**src/rtl/pipe_reg_skid.sv**
```systemverilog
// Pipeline register with a small circular skid buffer between two stages.
// in_ready depends only on occupancy, so there is no ready path through it.
module pipe_reg_skid #(
    parameter int DATA_WIDTH = 64,
    parameter int CTRL_WIDTH = 16,
    parameter int DEPTH      = 2,
    parameter logic [CTRL_WIDTH-1:0] CTRL_SAFE = '0
) (
    input  logic                         clk,
    input  logic                         reset,
    input  logic                         flush,
    input  logic                         stall,
    input  logic                         in_valid,
    output logic                         in_ready,
    input  logic [CTRL_WIDTH-1:0]        in_ctrl,
    input  logic [DATA_WIDTH-1:0]        in_data,
    output logic                         out_valid,
    input  logic                         out_ready,
    output logic [CTRL_WIDTH-1:0]        out_ctrl,
    output logic [DATA_WIDTH-1:0]        out_data,
    output logic [$clog2(DEPTH+1)-1:0]   count
);

    localparam int PW = (DEPTH > 1) ? $clog2(DEPTH) : 1;
    localparam int CW = $clog2(DEPTH + 1);
    localparam logic [PW-1:0] LAST = PW'(DEPTH - 1);
    localparam logic [CW-1:0] FULL = CW'(DEPTH);

    logic [CTRL_WIDTH-1:0] ctrl_mem_q [DEPTH];
    logic [DATA_WIDTH-1:0] data_mem_q [DEPTH];

    logic [PW-1:0] wr_ptr_q, wr_ptr_d;
    logic [PW-1:0] rd_ptr_q, rd_ptr_d;
    logic [CW-1:0] count_q, count_d;

    logic push;
    logic pop;

    always_comb begin
        in_ready  = (count_q < FULL);
        out_valid = (count_q != '0);
        push      = in_valid && in_ready && !flush;
        pop       = out_valid && out_ready && !stall && !flush;
    end

    always_comb begin
        wr_ptr_d = wr_ptr_q;
        rd_ptr_d = rd_ptr_q;
        count_d  = count_q;
        if (flush) begin
            wr_ptr_d = '0;
            rd_ptr_d = '0;
            count_d  = '0;
        end else begin
            if (push) begin
                wr_ptr_d = (wr_ptr_q == LAST) ? '0 : wr_ptr_q + PW'(1);
            end
            if (pop) begin
                rd_ptr_d = (rd_ptr_q == LAST) ? '0 : rd_ptr_q + PW'(1);
            end
            case ({push, pop})
                2'b10:   count_d = count_q + CW'(1);
                2'b01:   count_d = count_q - CW'(1);
                default: count_d = count_q;
            endcase
        end
    end

    always_ff @(posedge clk or posedge reset) begin
        if (reset) begin
            wr_ptr_q <= '0;
            rd_ptr_q <= '0;
            count_q  <= '0;
        end else begin
            wr_ptr_q <= wr_ptr_d;
            rd_ptr_q <= rd_ptr_d;
            count_q  <= count_d;
        end
    end

    // Storage is left unreset; outputs are masked whenever the stage is empty.
    always_ff @(posedge clk) begin
        if (push) begin
            ctrl_mem_q[wr_ptr_q] <= in_ctrl;
            data_mem_q[wr_ptr_q] <= in_data;
        end
    end

    always_comb begin
        out_ctrl = CTRL_SAFE;
        out_data = '0;
        if (out_valid) begin
            out_ctrl = ctrl_mem_q[rd_ptr_q];
            out_data = data_mem_q[rd_ptr_q];
        end
    end

    assign count = count_q;

endmodule

```
**config.mk**
```make
export PLATFORM = sky130hd
export DESIGN_NAME = pipe_reg_skid
export DESIGN_NICKNAME = d
export VERILOG_FILES = /design/src/rtl/pipe_reg_skid.sv
export SDC_FILE = /design/constraint.sdc
export NUM_CORES = 1
export LEC_CHECK = 0
export ABC_CLOCK_PERIOD_IN_PS = 7800
export BUFFER_PORTS_ARGS = -buffer_cell sky130_fd_sc_hd__buf_2
export CAP_MARGIN = 20
export CORE_MARGIN = 8
export CORE_UTILIZATION = 40
export CTS_CLUSTER_DIAMETER = 100
export DETAILED_ROUTE_END_ITERATION = 10
export PLACE_DENSITY_LB_ADDON = 0.1
export SKIP_CTS_REPAIR_TIMING = 1
export SLEW_MARGIN = 20
export SYNTH_ARGS = -nofsm -noshare
export SYNTH_HDL_FRONTEND = slang
export SYNTH_SLANG_ARGS = --single-unit
```
**constraint.sdc**
```tcl
create_clock -name clk -period 7.8 [get_ports clk]
set_clock_uncertainty 0.1 [all_clocks]
set_input_delay 0 -clock clk [delete_from_list [all_inputs] [get_ports clk]]
set_output_delay 0 -clock clk [all_outputs]
set_load 0.1 [all_outputs]
```
# After elaboration in Yosys (flattened, before gate mapping)
# Memory sizes are Yosys's and may differ from the RTL's.
# Index checks and enable logic that the tools add are counted.
[classes]
add_sub_neg = 4
n_lt_le_gt_ge = 1
eq_ne = 2
muxes = 12
reduce_logical = 11
[op_table]
columns = ["cell", "n"]
rows = [
  ["64-bit 2-to-1 mux", 1],
  ["16-bit 2-to-1 mux", 1],
  ["1-bit 2-to-1 mux", 8],
  ["2-bit nonzero test", 3],
  ["1-bit logical AND", 5],
  ["2-bit one-hot mux with 2 select lines", 1],
  ["3-bit nonzero test", 1],
  ["1-bit adder (second input constant)", 2],
  ["2-bit by 1-bit adder with 2-bit output (second input constant)", 1],
  ["2-bit by 1-bit == test with 1-bit output (second input constant)", 1],
  ["2-bit == test (second input constant)", 1],
  ["1-bit logical NOT", 2],
  ["2-bit < comparator (second input constant)", 1],
  ["2-bit 2-to-1 mux", 1],
  ["2-bit by 1-bit subtractor with 2-bit output (second input constant)", 1],
]
[word_totals]
regBits = 4
ram_bits = 160
in_bits = 86
output_inout_bits = 84
wordCells = 35
n_memories = 2
[mem_list]
columns = ["memory", "words", "width", "rd", "rd_ports_with_merged_regs", "wr", "line_no", "rtl"]
rows = [
  ["data_mem_q", 2, 64, 1, 0, 1, "30", "logic [DATA_WIDTH-1:0] data_mem_q [DEPTH];"],
  ["ctrl_mem_q", 2, 16, 1, 0, 1, "29", "logic [CTRL_WIDTH-1:0] ctrl_mem_q [DEPTH];"],
]

# Depth between registers and ports, before layout
[logic_depth]
word_depth = 7
mapped_depth = 4
depth_no_buf = 3

# Worst setup path before layout
# OpenSTA, ideal clock, no wires.
[synth_path]
path_kind = "reg2reg"
from = "reg count_q[1], in the netlist count[1]"
to = "mem ctrl_mem_q[1][0] (enable)"
setup_ns = 0.635
arrival_time_ns = 7.638
required_ns = 7.065
slack_ns = -0.573
path_stages_with_launch = 4
n_path_buf = 0
period_less_slack_ns = 8.373
cell_sequence = "dfrtp_1 -> inv_1 -> nand2_1 -> nor3b_1"
[synth_between]
elab_chain_len = 5
[synth_lines]
columns = ["item", "line_no", "rtl"]
rows = [
  ["start: declaration", "34", "logic [CW-1:0] count_q, count_d;"],
  ["start signal: assignment", "77", "count_q <= count_d;"],
  ["2-bit < comparator", "40", "in_ready = (count_q < FULL);"],
  ["named net in_ready", "14", "output logic in_ready,"],
  ["1-bit logical AND (2 in a row)", "42", "push = in_valid && in_ready && !flush;"],
  ["1-bit 2-to-1 mux", "83", "if (push) begin"],
  ["1-bit 2-to-1 mux (implied by the code)", "84", "ctrl_mem_q[wr_ptr_q] <= in_ctrl;"],
  ["end: declaration", "29", ""],
]
# The timed path passes the listed nets, and every way through them passes these cells.

# Worst setup path in the final report
[layout_path]
from = "reg count_q[0], in the netlist count[0]"
to = "out out_data[47]"
[layout_between]
elab_chain_len = 2
[layout_lines]
columns = ["item", "line_no", "rtl"]
rows = [
  ["2-bit nonzero test", "41", "out_valid = (count_q != '0);"],
  ["64-bit 2-to-1 mux", "92", "if (out_valid) begin"],
  ["end: declaration", "20", "output logic [DATA_WIDTH-1:0] out_data,"],
]
# No other way between the ends.

==> tab_implementation.tex <==
\begin{tabular}{lr}
\hline
Metric & Value \\
\hline
\multicolumn{2}{l}{\textbf{Die}} \\
Vertical die dimension & between 100 and 150 um \\
Starting density of the core & about two fifths \\
I/O Pins & 170 \\
Core ar. & $\sim$15000 um\^{}2 \\
DIE WIDTH & around 140 um \\
Number of placement rows & between 40 and 50 \\
Total Die Area & roughly 20000 um\^{}2 \\
\multicolumn{2}{l}{\textbf{Clock tree}} \\
H-tree levels & 4 \\
Number of buffers created by CTS & 17 \\
CTS max path bufs & 2 \\
Clock sinks & around 160 \\
TritonCTS clock tree & done \\
Clock transition time at the flip-flop clock pins of the worst setup and hold paths & around 0.06 ns \\
Insertion delay to the later sink of the worst-skew pair & 0.41 ns \\
Clock Tree Root & sky130\_fd\_sc\_hd\_\_clkbuf\_16 \\
\multicolumn{2}{l}{\textbf{Worst setup path}} \\
Required time at the endpoint of the critical path & just under 8 ns \\
Critical path startpoint category & flop \\
Worst endpoint data arrival time & 2.69 ns \\
Endpoint class of the critical path & output port \\
Maximum fanout along the worst path & 49 \\
Kind of critical path & reg2out \\
\multicolumn{2}{l}{\textbf{Cells and area}} \\
Layout Nets & about 710 \\
Diodes inserted & 0 \\
Final core utilization & 57.46\% \\
Area growth from synthesis to final layout & 40.00\% \\
Final Instance Count excl. Fillers & between 800 and 900 \\
Share of layout cells above drive strength 1 & between 30\% and 40\% \\
\multicolumn{2}{l}{\textbf{STA}} \\
Post-route minimum period & 2.786 ns \\
Endpoints failing hold & 2 \\
Final hold slack & -0.01836 ns \\
Actual slew at the worst max-slew pin & 0.8307 ns \\
Setup tns final & 0 ns \\
RSZ-0062 raised after global routing & false \\
Headroom to the max-slew limit & $\sim$44\% \\
Final clock period utilization by the worst path & a little over a third \\
Maximum frequency from static timing analysis & around 0.36 GHz \\
Count of final max-slew check failures & 0 \\
Endpoints failing setup & 0 \\
\multicolumn{2}{l}{\textbf{Yosys}} \\
Count of warnings emitted by yosys & 0 \\
Post-synth design cell area & 6240 um\^{}2 \\
Top cell type by total area after synthesis & sky130\_fd\_sc\_hd\_\_edfxtp\_1 \\
Total nets after synthesis & 449 \\
Average cell area after synthesis & around 17 um\^{}2 \\
Number of cells produced by synthesis & about 360 \\
Flip-flop and latch count after synthesis & 164 \\
Area contributors post-synth & sky130\_fd\_sc\_hd\_\_edfxtp\_1 77\%, sky130\_fd\_sc\_hd\_\_mux2i\_1 13\%, sky130\_fd\_sc\_hd\_\_nor2\_1 4.9\%, sky130\_fd\_sc\_hd\_\_dfrtp\_1 1.6\%, sky130\_fd\_sc\_hd\_\_buf\_4 0.96\% \\
Share of the synthesized area in the top cell type & between 70 and 80\% \\
Unique cell type count in the Yosys netlist & 20 \\
Sequential element share of the synthesized area & around 79\% \\
\multicolumn{2}{l}{\textbf{Placement}} \\
IO buf count & about 170 \\
RePlAce Congestion & about 0.7 \\
Placed wire-length estimate & 8641 um \\
Placed Cells incl. Taps & between 700 and 800 \\
\multicolumn{2}{l}{\textbf{Pwr}} \\
Power share of the combinational group & approximately a quarter \\
Sequential share of power & a little over two fifths \\
Power Internal & around 1600 uW \\
Clock power frac & about a third \\
Switching power share of the total & 32.69\% \\
Power Density & 270.0 nW/um\^{}2 \\
Static leakage & about 0.0033 uW \\
Peak supply drop & 0.1549 mV \\
Switching power & 771.1 uW \\
\multicolumn{2}{l}{\textbf{Detailed routing}} \\
Antenna Violating Nets Remaining & 0 \\
Routed via count & 3874 \\
Number of detailed-routing iterations run before antenna repair & 4 \\
WL/cell & 16.90 um \\
Residual DRC & 0 \\
Routed wire length & about 14000 um \\
DRC violation total after the first TritonRoute iteration & 169 \\
Via/cell ratio & around 4.7 \\
\multicolumn{2}{l}{\textbf{GRT}} \\
Number of global-route vias before repair & $\sim$3900 \\
Number of antenna violations at the first check in global routing & 0 \\
Total global-route track usage & around 14\% \\
Pin count of the biggest net entering global routing & 62 \\
Remaining global-route overflow & 0 \\
Wire length of the first global-routing pass & $\sim$20000 um \\
\multicolumn{2}{l}{\textbf{Run}} \\
Max Cap Viol & 0 \\
\multicolumn{2}{l}{\textbf{Min path}} \\
Class of the most critical hold timing path & in2reg \\
\multicolumn{2}{l}{\textbf{Run status}} \\
Failing checks & negative hold slack \\
Outcome & complete, but fails checks \\
\hline
\end{tabular}
-- power by group through the flow --
stage | registers (uW) | logic [uW] | clock network [uW]
finish | 1030 | 553 | 779
global placement | 1040 | 521 | 0
global route | 1030 | 577 | 828
floorplan | 1050 | 418 | 0
detailed placement | 1050 | 523 | 0
CTS | 1030 | 523 | 798
-- area by class of cell --
| cell class | instances | area [um^2] |
|---|---|---|
| clock inverter | 12 | 115.1 |
| timing repair buffer | 263 | 1789 |
| fill | 1237 | 6466 |
| sequential | 164 | 4908 |
| clock buffer | 19 | 432.9 |
| inverter | 3 | 11.26 |
| multi-input combinational | 178 | 1244 |
| tap | 188 | 235.2 |
-- cell usage in the layout (no fill, tap or decap) --
| master | synthesis | routed |
|---|---|---|
| sky130_fd_sc_hd__buf_2 | 10 | 169 |
| sky130_fd_sc_hd__edfxtp_1 | 160 | 160 |
| sky130_fd_sc_hd__dlygate4sd3_1 | 0 | 87 |
| sky130_fd_sc_hd__nor2_1 | 82 | 81 |
| sky130_fd_sc_hd__mux2i_1 | 80 | 80 |
| sky130_fd_sc_hd__clkbuf_16 | 0 | 17 |
| sky130_fd_sc_hd__buf_4 | 8 | 6 |
| sky130_fd_sc_hd__clkinv_2 | 0 | 5 |
| sky130_fd_sc_hd__inv_1 | 3 | 3 |
| sky130_fd_sc_hd__clkinvlp_4 | 0 | 3 |
| sky130_fd_sc_hd__dfrtp_1 | 4 | 3 |
| sky130_fd_sc_hd__nand2b_1 | 2 | 2 |
| sky130_fd_sc_hd__a21oi_1 | 2 | 2 |
| sky130_fd_sc_hd__nor2b_1 | 2 | 2 |
| sky130_fd_sc_hd__clkbuf_1 | 0 | 2 |
| sky130_fd_sc_hd__bufinv_16 | 0 | 2 |
| sky130_fd_sc_hd__clkinv_1 | 0 | 2 |
| sky130_fd_sc_hd__nor2_4 | 0 | 1 |
| sky130_fd_sc_hd__o21ai_0 | 1 | 1 |
| sky130_fd_sc_hd__or3_1 | 1 | 1 |
| sky130_fd_sc_hd__xnor2_1 | 1 | 1 |
| sky130_fd_sc_hd__nand2_1 | 1 | 1 |
| sky130_fd_sc_hd__a211oi_1 | 1 | 1 |
| sky130_fd_sc_hd__a31o_1 | 1 | 1 |
| sky130_fd_sc_hd__a311oi_1 | 1 | 1 |
| sky130_fd_sc_hd__nor3b_4 | 0 | 1 |
| sky130_fd_sc_hd__nor3_4 | 0 | 1 |
| sky130_fd_sc_hd__o32ai_1 | 1 | 1 |
| sky130_fd_sc_hd__buf_16 | 0 | 1 |
| sky130_fd_sc_hd__dfrtp_4 | 0 | 1 |
-- cell families (layout without fill, tap and decap cells) --
group                     Yosys count  in the layout  share of synthesized area, %
DFF                               164            164                         78.60
and+or+nand+nor                    90             90                         5.695
muxes                              80             80                         12.83
buffers and inverters              21            297                         1.945
AOI/OAI and AO/OA                   7              7                        0.7821
xor gates and xnor gates            1              1                        0.1404
-- routing by layer --
metal  share of wire [%]  up-vias  wire length (um)  GRT usage (%)
li1                    -     1875                 -              -
met1                  46     1854              6440          16.54
met2                  46      130              6402          20.92
met3                 6.8       15               957          5.402
met4                 1.3        0               180          5.600
met5                   0        -                 0              0
-- state kept, by name, indices dropped and copies added, names as in the netlist --
name / count
count: 2
wr_ptr_q: 1
rd_ptr_q: 1
ctrl_mem_q: 32
data_mem_q: 128
-- cells in the mapped netlist --
cell type	instances
sky130_fd_sc_hd__a211oi_1	1
sky130_fd_sc_hd__a21oi_1	2
sky130_fd_sc_hd__a311oi_1	1
sky130_fd_sc_hd__a31o_1	1
sky130_fd_sc_hd__buf_2	10
sky130_fd_sc_hd__buf_4	8
sky130_fd_sc_hd__dfrtp_1	4
sky130_fd_sc_hd__edfxtp_1	160
sky130_fd_sc_hd__inv_1	3
sky130_fd_sc_hd__mux2i_1	80
sky130_fd_sc_hd__nand2_1	1
sky130_fd_sc_hd__nand2b_1	2
sky130_fd_sc_hd__nor2_1	82
sky130_fd_sc_hd__nor2b_1	2
sky130_fd_sc_hd__nor3_1	1
sky130_fd_sc_hd__nor3b_1	1
sky130_fd_sc_hd__o21ai_0	1
sky130_fd_sc_hd__o32ai_1	1
sky130_fd_sc_hd__or3_1	1
sky130_fd_sc_hd__xnor2_1	1
-- worst max-delay path, cell delays in order (launching register included) --
cell and delay, ns:
sky130_fd_sc_hd__dfrtp_1 0.46, sky130_fd_sc_hd__nor2_4 0.68, sky130_fd_sc_hd__buf_4 0.60, sky130_fd_sc_hd__nor2_1 0.15, sky130_fd_sc_hd__buf_2 0.33
-- metrics by stage --
stage / power (uW) / worst slack, ns / hold slack [ns] / area, um^2
after floorplan: 1466 / 2.227 / -0.3339 / 6250
after global placement: 1565 / 5.189 / -0.1838 / 7289
after detailed placement: 1568 / 5.183 / -0.1836 / 7289
after CTS: 2348 / 4.733 / -0.6342 / 7838
after global routing: 2436 / 4.780 / 0.005372 / 8736
final: 2359 / 5.014 / -0.01836 / 8736
-- path summary, 6_finish.rpt --
| kind | start | end | slack (ns) | depth (start not counted) |
|---|---|---|---|---|
| setup / recovery | count[0] | out_data[47] | 5.01 | 4 |
| hold / removal | out_ready | rd_ptr_q | -0.02 | 4 |
| setup reg to reg | count[0] | rd_ptr_q | 5.49 | 4 |
| hold reg to reg | count[0] | count[0] | 0.53 | 1 |
| max in group asynchronous | reset | rd_ptr_q | 6.92 | 4 |
| min in group asynchronous | reset | count[1] | 0.49 | 4 |
(Power assumes the default switching activity.)
